--- config.mk ---
export PLATFORM = sky130hd
export DESIGN_NAME = seven_segment_scan
export DESIGN_NICKNAME = d
export VERILOG_FILES = /design/src/rtl/seven_segment_scan.sv
export SDC_FILE = /design/constraint.sdc
export NUM_CORES = 1
export LEC_CHECK = 0
export BUFFER_PORTS_ARGS = -buffer_cell sky130_fd_sc_hd__clkbuf_2
export CELL_PAD_IN_SITES_DETAIL_PLACEMENT = 1
export CELL_PAD_IN_SITES_GLOBAL_PLACEMENT = 1
export CORE_AREA = 4 4 77 79
export CTS_BUF_LIST = sky130_fd_sc_hd__clkbuf_8
export DETAILED_ROUTE_END_ITERATION = 10
export DIE_AREA = 0 0 81 83
export PLACE_DENSITY_LB_ADDON = 0.1
export SLEW_MARGIN = 40
export SYNTH_ARGS = -nofsm -noshare
export SYNTH_HDL_FRONTEND = slang
export SYNTH_SLANG_ARGS = --single-unit
--- constraint.sdc ---
create_clock -name i_clk -period 5.5 [get_ports i_clk]
set_input_delay 0.825 -clock i_clk [delete_from_list [all_inputs] [get_ports i_clk]]
set_output_delay 0.825 -clock i_clk [all_outputs]
set_load 0.01 [all_outputs]
--- src/rtl/seven_segment_scan.sv ---
// Time-multiplexed common-anode seven-segment scanner for DIGITS digits, with a refresh
// prescaler, per-digit blank/dp and an anode guard interval. Optional macro: SEVSEG_LZ_BLANK_EN.
module seven_segment_scan #(
  parameter int DIGITS = 4,
  parameter int DIV_W  = 17,
  parameter int GUARD  = 4
) (
  input  logic                  i_clk,
  input  logic                  i_rst,
  input  logic                  i_en,
  input  logic [4*DIGITS-1:0]   i_nums,
  input  logic [DIGITS-1:0]     i_blank,
  input  logic [DIGITS-1:0]     i_dp,
  output logic [6:0]            o_seg,
  output logic                  o_dp_out,
  output logic [DIGITS-1:0]     o_sel
);

  localparam int               IDX_W   = (DIGITS > 2) ? $clog2(DIGITS) : 1;
  localparam logic [IDX_W-1:0] LAST    = IDX_W'(DIGITS - 1);
  localparam logic [DIV_W-1:0] GUARD_V = DIV_W'(GUARD);

  function automatic logic [6:0] glyph(input logic [3:0] code);
    case (code)
      4'h0: glyph = 7'h7E;  4'h1: glyph = 7'h30;  4'h2: glyph = 7'h6D;  4'h3: glyph = 7'h79;
      4'h4: glyph = 7'h33;  4'h5: glyph = 7'h5B;  4'h6: glyph = 7'h5F;  4'h7: glyph = 7'h70;
      4'h8: glyph = 7'h7F;  4'h9: glyph = 7'h7B;  4'hA: glyph = 7'h77;  4'hB: glyph = 7'h1F;
      4'hC: glyph = 7'h4E;  4'hD: glyph = 7'h3D;  4'hE: glyph = 7'h4F;  default: glyph = 7'h47;
    endcase
  endfunction

  logic [DIV_W-1:0]  r_pcnt;
  logic [DIV_W-1:0]  r_gcnt;
  logic [IDX_W-1:0]  r_idx;

  logic              w_tick;
  logic [IDX_W-1:0]  w_nidx;
  logic [3:0]        w_code;
  logic              w_sup;
  logic              w_hide;
  logic [DIGITS-1:0] w_sel_new;
  logic [DIGITS-1:0] w_sel_cur;

  assign w_tick    = &r_pcnt;
  assign w_nidx    = (r_idx == LAST) ? '0 : r_idx + 1'b1;
  assign w_code    = i_nums[{w_nidx, 2'b00} +: 4];
  assign w_sel_new = ~(DIGITS'(1) << w_nidx);
  assign w_sel_cur = ~(DIGITS'(1) << r_idx);

`ifdef SEVSEG_LZ_BLANK_EN
  // Digit i is suppressed when it and every more significant digit are zero.
  logic [DIGITS-1:0] w_lz;
  logic              w_run;
  always_comb begin
    w_run = 1'b1;
    w_lz  = '0;
    for (int i = DIGITS - 1; i > 0; i--) begin
      w_run   = w_run & (i_nums[4*i +: 4] == 4'h0);
      w_lz[i] = w_run;
    end
  end
  assign w_sup = w_lz[w_nidx];
`else
  assign w_sup = 1'b0;
`endif

  assign w_hide = i_blank[w_nidx] | w_sup;

  always_ff @(posedge i_clk) begin
    if (i_rst || !i_en) begin
      r_pcnt   <= '0;
      r_gcnt   <= '0;
      r_idx    <= LAST;
      o_sel    <= '1;
      o_seg    <= '0;
      o_dp_out <= 1'b0;
    end else begin
      r_pcnt <= r_pcnt + 1'b1;
      if (w_tick) begin
        r_idx    <= w_nidx;
        r_gcnt   <= GUARD_V;
        o_seg    <= w_hide ? 7'h00 : glyph(w_code);
        o_dp_out <= i_dp[w_nidx] & ~i_blank[w_nidx];
        // Without a guard the anode switches together with the segments.
        o_sel    <= (GUARD == 0) ? w_sel_new : '1;
      end else if (r_gcnt != '0) begin
        r_gcnt <= r_gcnt - 1'b1;
        if (r_gcnt == DIV_W'(1)) o_sel <= w_sel_cur;
      end
    end
  end

endmodule

==> After elaboration in Yosys (flattened, before gate mapping) <==
Memory sizes are Yosys's and may differ from the RTL's.
Index checks and enable logic that the tools add are counted.
{ "classes": {"add_sub_neg": 3, "order_cmp": 1, "eq_ne": 2, "shift": 2, "mux": 8, "bitwise_logic": 3, "reduce_logical": 7} }
{ "ops": {"columns": ["operator", "n"], "rows": [
  ["$add A17 B1 Y17 const B", 1],
  ["$eq A17 B1 Y1 const B", 1],
  ["$reduce_and A17 Y1", 1],
  ["$reduce_bool A17 Y1", 1],
  ["$sub A17 B1 Y17 const B", 1],
  ["$shiftx A16 B5 Y4", 1],
  ["$mux W7", 1],
  ["$mux W3", 2],
  ["$bmux W1 S2", 2],
  ["$not A4 Y4", 1],
  ["$shl A1 B2 Y4 const A", 1],
  ["$lt A2 B3 Y1 const B", 1],
  ["$add A2 B1 Y2 const B", 1],
  ["$eq A2 B2 Y1 const B", 1],
  ["$mux W1", 2],
  ["$mux W2", 1],
  ["$reduce_and A2 Y1", 1],
  ["$reduce_bool A2 Y1", 1],
  ["$reduce_or A2 Y1", 1],
  ["$and A1 B1 Y1", 1],
  ["$logic_not A1 Y1", 1],
  ["$logic_or A1 B1 Y1", 1],
  ["$not A1 Y1", 1]
]} }
{ "totals": {"ff_bits": 48, "rom_bits": 112, "in_bits": 27, "out_inout_bits": 12, "wordCells": 34, "n_memories": 1} }
{ "memory_table": {"columns": ["memory", "words", "width", "read_ports", "rd_clocked_by_memory_dff", "wr", "line", "source"], "rows": [
  ["(no name shown)", 16, 7, 1, 0, 0, "24", "case (code)"]
]} }

==> Longest topological paths before layout <==
Gate-level depths: netlist of run 1.
{ "logic_depth": {"depth_word": 6, "depth_mapped": 11, "ltp_nobuf": 10} }

==> Least setup slack after synthesis of run 1 <==
No wires, ideal clock.
{ "synth_path": {"kind": "reg2reg", "start": "register r_idx[0]", "end": "register o_seg[4]", "setup_ns": 0.117, "t_arrival_ns": 2.511, "t_required_ns": 5.383, "slack_ns": 2.872, "stages_incl_launch_ff": 10, "path_buffers": 1, "period_less_slack_ns": 2.628, "path_cell_list": "dfxtp_1 inv_1 ha_1 clkbuf_1 mux4_2 inv_1 ha_1 inv_1 or3_1 a32o_1"} }
{ "synth_via": {"elab_chain_cells": 5, "elab_cells_between_ends": 8, "classes_between": "1 x add/sub; 1 x eq/ne; 1 x shift; 4 x mux; 1 x memory"} }
{ "synth_rtl": {"columns": ["item", "line", "source"], "rows": [
  ["start, declared", "34", "logic [IDX_W-1:0] r_idx;"],
  ["start signal, assigned", "80", "r_idx <= w_nidx;"],
  ["$add A2 B1 Y2 or $eq A2 B2 Y1 (tied branches)", "45", "assign w_nidx = (r_idx == LAST) ? '0 : r_idx + 1'b1;"],
  ["$mux W2 (*)", "45", null],
  ["net w_nidx[1]", "37", "logic [IDX_W-1:0] w_nidx;"],
  ["$shiftx A16 B5 Y4 or $bmux W1 S2 (tied branches)", "46, 67", null],
  ["$mem_v2 Z16 W7 or $mux W1 (tied branches)", null, null],
  ["$mux W7 (*)", "82", "o_seg <= w_hide ? 7'h00 : glyph(w_code);"],
  ["end signal, assigned", "82", null],
  ["end, declared", "14", "output logic [6:0] o_seg,"]
]} }
The timed path passes the listed nets; every way through them passes the cells marked *. The select of a mux whose other input is x is not followed.
A chain may end at the register's enable or synchronous reset.

==> Final worst setup path of run 1 <==
{ "layout_path": {"start": "register r_pcnt[0]", "end": "register o_seg[0]"} }
{ "layout_via": {"elab_chain_cells": 1} }
{ "layout_rtl": {"columns": ["item", "line", "source"], "rows": [
  ["start, declared", "32", "logic [DIV_W-1:0] r_pcnt;"],
  ["start signal, assigned", "78", "r_pcnt <= r_pcnt + 1'b1;"],
  ["$reduce_and A17 Y1", "44", "assign w_tick = &r_pcnt;"],
  ["net w_tick", "36", "logic w_tick;"]
]} }
The timed path passes the listed nets, and every way through them passes these cells.

==> key figures, run 1 <==
Route
  – DRT Pass-1 Iters: 4
  – Vias per cell: 5.390
  – Wire length per cell: 14.53 um
  – DRT antenna net count: 0
  – Initial DRC count: 44
  – Remaining DRCs: 0
  – Routed wire length: 5.405 mm
  – Vias: 2005

Synth
  – YS warnings: 0
  – Syn_area_per_cell: 9.262 um^2
  – Primary FF master, synth: dfxtp_1
  – Post-Syn Instances: 266
  – Synthesized area: 2464 um^2
  – Synth unique cells: 47
  – Post-Syn Nets: 307
  – FF+latch count, synth: 48
  – Async S/R FF share, synth: 0
  – Post-synth EDFFs: 0
  – Register area share after synthesis: 0.3900

Timing
  – Final setup margin: 2.670 ns
  – RSZ-0062 raised after global routing: false
  – Final setup vio count: 0
  – Final hold vios: 0
  – Setup TNS: 0 ns
  – WHS: 0.4486 ns
  – Max-slew headroom: 0.5422
  – Max-slew violation count: 0
  – Final Critical Period: 2.830 ns
  – Max frequency: 353.4 MHz
  – Clock Skew: 0.004244 ns
  – Tcrit/Tclk final: 0.5145
  – Slew @ Worst Pin: 0.6867 ns

Setup path
  – Setup crit end kind: flop
  – CP Class: reg2reg
  – Req. time, crit path: 5.72 ns
  – CP startpoint kind: flop
  – CP Max Fanout: 8
  – Worst Path Arrival: 3.05 ns

Global route
  – Largest net degree at the start of global routing: 18
  – Initial antenna violation count: 0
  – First-pass GRT wire length: 9.363 mm
  – Number of global-route vias before repair: 2086
  – GRT Overall Usage: 0.1719
  – Grt ovf: 0

Die
  – Die X: 81 um
  – Core Box Area: 5338 um^2
  – Top-Level Pins: 39
  – Die area: 6723 um^2
  – DIE HEIGHT: 83 um
  – Starting Density: 0.4616
  – Cell row count: 27

CTS
  – Root Buffer: clkbuf_8
  – PostCTS Resize Cnt: 0
  – CTS Hold Bufs: 0
  – Clock transition at the registers of the reported paths: 0.09 ns
  – Post-CTS Setup Bufs: 0
  – Clk_lat worst skew: 0.30 ns
  – # clock sinks: 48
  – CTS buffer count: 5
  – Max Root-Sink Buffers: 2
  – Deepest level of the CTS H-tree: 2
  – CTS tree: yes

Placed design
  – Number of port buffers: 38
  – DP Wirelength: 4.148 mm
  – Place WS: 2.697 ns
  – Dpl cells: 365
  – RePlAce Congestion: 0.7585

Power and ir drop
  – VDD IR max: 0.0002676 V
  – Cell area power density: 524.5 nW/um^2
  – Total chip power: 0.001484 W
  – Leakage: 1.175 nW

Hold path
  – Hold crit path type: reg2reg

Layout
  – Ant. Diodes: 0
  – Nets: 341
  – Non-Filler Instances: 372
  – Ratio of cells with drive above 1 in the final layout: 0.2067
  – P&R area growth vs syn: 14.83%

Run status
  – Status: finished clean

Job
  – MaxCap Viol Count: 0
-- power breakdown --
part	internal, W	switching, W
clock network	0.000179	0.000115
registers	0.000400	0.0000641
logic	0.000311	0.000415
-- registers in the layout, indices dropped and copies added, names as in the netlist --
name and flops:
o_dp_out 1, o_seg 7, r_idx 2, r_gcnt 17, r_pcnt 17, o_sel 4
-- synth_stat cells (all sizes together), types with 6 or more instances --
cell type  count  area share
o211ai        12       0.037
nor2          32       0.050
xor2          15       0.053
clkbuf         7       0.011
o21ai          8       0.016
ha            14       0.071
dfxtp         48        0.39
mux4           6       0.055
a21oi         10       0.022
nand2         25       0.038
inv           10       0.015
xnor2          8       0.028
and2           6       0.015
and3           6       0.015
nand3          8       0.016
-- routing by layer --
metal	track usage	up-vias	wire length [um]
li1	-	1010	-
met1	0.2204	952	2473
met2	0.2845	38	2630
met3	0.04664	5	243
met4	0.03994	0	58
met5	0	-	0
-- area by class of cell --
cell class / instances / area [um^2]
multi-input cells: 197 / 1421
well taps: 72 / 90.09
repair buffers: 38 / 190.2
clock inverters: 2 / 60.06
fillers: 667 / 2509
flip-flops and latches: 48 / 960.9
inverters: 10 / 37.54
clock buffers: 5 / 68.82
-- cells by family after synthesis --
kind of cell / share of synthesized area
flip-flops: 0.3900
XOR/XNOR: 0.08177
adder cells (fa/ha/maj): 0.07110
AND/OR/NAND/NOR: 0.2509
multiplexers: 0.05891
buffers and inverters: 0.03403
AO/OA/AOI/OAI: 0.1133
-- worst paths after layout --
| check | depth (start not counted) | to | slack [ns] | startpoint |
|---|---|---|---|---|
| setup reg to reg | 10 | o_seg[0] | 2.67 | r_pcnt[0] |
| setup / recovery | 10 | o_seg[0] | 2.67 | r_pcnt[0] |
| hold reg to reg | 2 | r_gcnt[16] | 0.45 | r_gcnt[16] |
| hold / removal | 2 | r_gcnt[16] | 0.45 | r_gcnt[16] |
-- layout by cell type (no fill, tap or decap), types with 8 or more instances in the layout --
cell type,netlist,final
o211ai_1,12,12
nand3_1,8,8
ha_1,14,14
xnor2_1,8,8
o21ai_0,8,8
clkbuf_2,0,38
nand2_1,25,25
inv_1,10,10
nor2_1,31,30
dfxtp_1,48,48
xor2_1,15,15
a21oi_1,9,9
-- per-stage QoR --
step	instance area, um^2	util
after floorplan	2464	-
after global routing	2829	0.5300
after detailed placement	2700	0.5059
final	2829	0.5300
after global placement	2698	0.5054
after CTS	2829	0.5300
-- worst max-delay path, stage by stage, from the launching register on --
cell	delay [ns]
dfxtp_1	0.37
ha_1	0.20
and3_1	0.23
and4_1	0.27
and3_1	0.21
and3_1	0.17
ha_1	0.33
nand2_1	0.14
nor2_1	0.44
nand2_1	0.17
o211ai_1	0.22
Power figures use the tool's default switching activity.
==> run 2: changes to the inputs <==
--- a/config.mk
+++ b/config.mk
@@ -8,10 +8,10 @@
 export BUFFER_PORTS_ARGS = -buffer_cell sky130_fd_sc_hd__clkbuf_2
 export CELL_PAD_IN_SITES_DETAIL_PLACEMENT = 1
 export CELL_PAD_IN_SITES_GLOBAL_PLACEMENT = 1
-export CORE_AREA = 4 4 77 79
+export CORE_AREA = 4 4 84 86
 export CTS_BUF_LIST = sky130_fd_sc_hd__clkbuf_8
 export DETAILED_ROUTE_END_ITERATION = 10
-export DIE_AREA = 0 0 81 83
+export DIE_AREA = 0 0 88 90
 export PLACE_DENSITY_LB_ADDON = 0.1
 export SLEW_MARGIN = 40
 export SYNTH_ARGS = -nofsm -noshare
==> constraint.sdc (replaced) <==
create_clock -name i_clk -period 2.5 [get_ports i_clk]
set_input_delay 0.375 -clock i_clk [delete_from_list [all_inputs] [get_ports i_clk]]
set_output_delay 0.375 -clock i_clk [all_outputs]
set_load 0.01 [all_outputs]
==> run 2 against run 1 <==
Worst hold slack lost 0.017 ns. Critical endpoint is now o_seg[4]. Worst setup slack lost 2.5 ns. Utilization shrank 4.9 points. Global-route usage shrank 0.85 points. Cell count grew 6.5%. Count of clock-buffer cells in the layout is the same. Sequential cell count is the same. Highest routed layer unchanged. Critical path depth shrank 2.
==> key figures, run 2 (synthesis gave the netlist of run 1 again) <==
Setup path
  – Slowest CP cell: mux4_2
  – Critical R2R Launch: r_idx[0]
  – Worst Path Arrival: 2.55 ns
  – Reg2reg end: o_seg[4]
  – CP Class: reg2reg
  – CP Max Fanout: 4
  – CP startpoint kind: flop
  – Crit path to: o_seg[4]
  – Worst Setup SP: r_idx[0]
  – R2R depth: 8
  – Req. time, crit path: 2.70 ns
  – Slowest cell delay on critical path: 0.53 ns
  – Cell Chain, Critical Path: inv_1 > ha_1 > mux4_2 > inv_2 > ha_1 > inv_1 > or3_1 > a32o_1
  – Setup crit end kind: flop
  – R2R Setup Slk: 0.16 ns

Route
  – DRT antenna net count: 0
  – Routed wire length: 5.958 mm
  – Vias: 2095
  – Initial DRC count: 51
  – DRT Pass-1 Iters: 4
  – Remaining DRCs: 0
  – Wire length per cell: 15.05 um
  – Vias per cell: 5.290

Power and ir drop
  – Cell area power density: 1114 nW/um^2
  – Total chip power: 0.003359 W
  – Leakage: 1.268 nW
  – VDD IR max: 0.0008826 V

Die
  – Starting Density: 0.3925
  – Top-Level Pins: 39
  – DIE HEIGHT: 90 um
  – Die X: 88 um
  – Core Box Area: 6277 um^2
  – Die area: 7920 um^2
  – Cell row count: 29

Timing
  – Slew @ Worst Pin: 0.3712 ns
  – Final setup vio count: 0
  – Tcrit/Tclk final: 0.9374
  – RSZ-0062 raised after global routing: false
  – Max-slew headroom: 0.7503
  – Final Critical Period: 2.344 ns
  – Setup TNS: 0 ns
  – Max-slew violation count: 0
  – Max frequency: 426.7 MHz
  – Final hold vios: 0
  – Clock Skew: 0.007370 ns

Layout
  – Commonest cells after routing, fill and taps aside: dfxtp_1 (46), clkbuf_2 (38), nor2_1 (30)
  – Layout Utilization: 0.4806
  – P&R area growth vs syn: 22.45%
  – Ant. Diodes: 0
  – Nets: 359
  – Commonest non-fill, non-tap cell in the layout: dfxtp_1
  – Top Registers: r_gcnt (17), r_pcnt (17), o_seg (7)
  – Ratio of cells with drive above 1 in the final layout: 0.2696
  – Non-Filler Instances: 396
  – Finished Cell Area: 3017 um^2

Placed design
  – RePlAce Congestion: 0.7994
  – DP Wirelength: 4.678 mm
  – Post-place instance area: 2851 um^2
  – Number of port buffers: 38
  – Dpl cells: 388

CTS
  – CTS buffer count: 5
  – # clock sinks: 48
  – Root Buffer: clkbuf_8
  – Clk_lat worst skew: 0.31 ns
  – CTS tree: yes
  – Clock transition at the registers of the reported paths: 0.09 ns
  – Deepest level of the CTS H-tree: 2
  – Max Root-Sink Buffers: 2

Global route
  – Initial antenna violation count: 0
  – Largest net degree at the start of global routing: 17
  – GRT Overall Usage: 0.1634
  – First-pass GRT wire length: 10.41 mm
  – Number of global-route vias before repair: 2239
  – Grt ovf: 0

Run status
  – Status: finished clean

Job
  – MaxCap Viol Count: 0

Hold path
  – Hold crit path type: reg2reg
==> run 2: changes by cell type in the layout (fill, tap and decap cells not counted), sizes merged <==
cell  before  now
buf        0   18
inv       10   11
==> run 2: worst min path at each step <==
stage          startpoint         end  slack, ns  cells after the start
2_1_floorplan  r_gcnt[16]  r_gcnt[16]       0.42                      2
5_1_grt         r_pcnt[0]   r_pcnt[0]       0.46                      1
3_5_place_dp   r_gcnt[16]  r_gcnt[16]       0.44                      2
4_1_cts             i_rst    r_idx[1]       0.45                      4
3_3_place_gp   r_gcnt[16]  r_gcnt[16]       0.43                      2
6_report        r_pcnt[0]   r_pcnt[0]       0.43                      1
==> run 2: stage by stage <==
step / hold WS, ns / setup WS (ns)
after CTS: 0.4455 / 0.0004159
after detailed placement: 0.4444 / 0.01812
after global placement: 0.4333 / 0.04874
after global routing: 0.4608 / 0.01329
final: 0.4314 / 0.1565
after floorplan: 0.4233 / 0.03741
==> run 2: layer usage <==
metal | wire [um] | share of wire | track usage | vias up
met4 | 78 | 0.013 | 0.04604 | 0
met2 | 2787 | 0.47 | 0.2638 | 39
met3 | 222 | 0.037 | 0.03748 | 6
met1 | 2869 | 0.48 | 0.2158 | 1005
met5 | 0 | 0 | 0 | -
li1 | - | - | - | 1045
==> run 2: power by group <==
group	total [W]	switching, W	internal [W]
Clock	0.000685	0.000282	0.000403
Sequential	0.00102	0.000143	0.000879
Combinational	0.00165	0.000916	0.000736
==> run 2: critical path: cells and delay by family, from the launching register on <==
family / cells / cell delay (ns)
adders and majority gates: 2 / 0.49
AOI/OAI and AO/OA: 1 / 0.25
buffers and inverters: 3 / 0.22
DFF: 1 / 0.39
and+or+nand+nor: 1 / 0.36
muxes: 1 / 0.53
==> run 2: area by class of cell <==
type / count / area, um^2
clock inverter: 3 / 68.82
fill: 737 / 3261
clock buffer: 5 / 68.82
sequential: 48 / 963.4
multi-input combinational: 197 / 1444
tap: 77 / 96.34
timing repair buffer: 56 / 337.8
inverter: 10 / 37.54
==> run 2: repair_timing <==
| item | 4_1_cts | 5_1_grt |
|---|---|---|
| hold buffers | 0 | 0 |
| setup buffers | 0 | 0 |
| gates resized for setup | 0 | 8 |
| endpoints found under the setup margin | 0 | 7 |
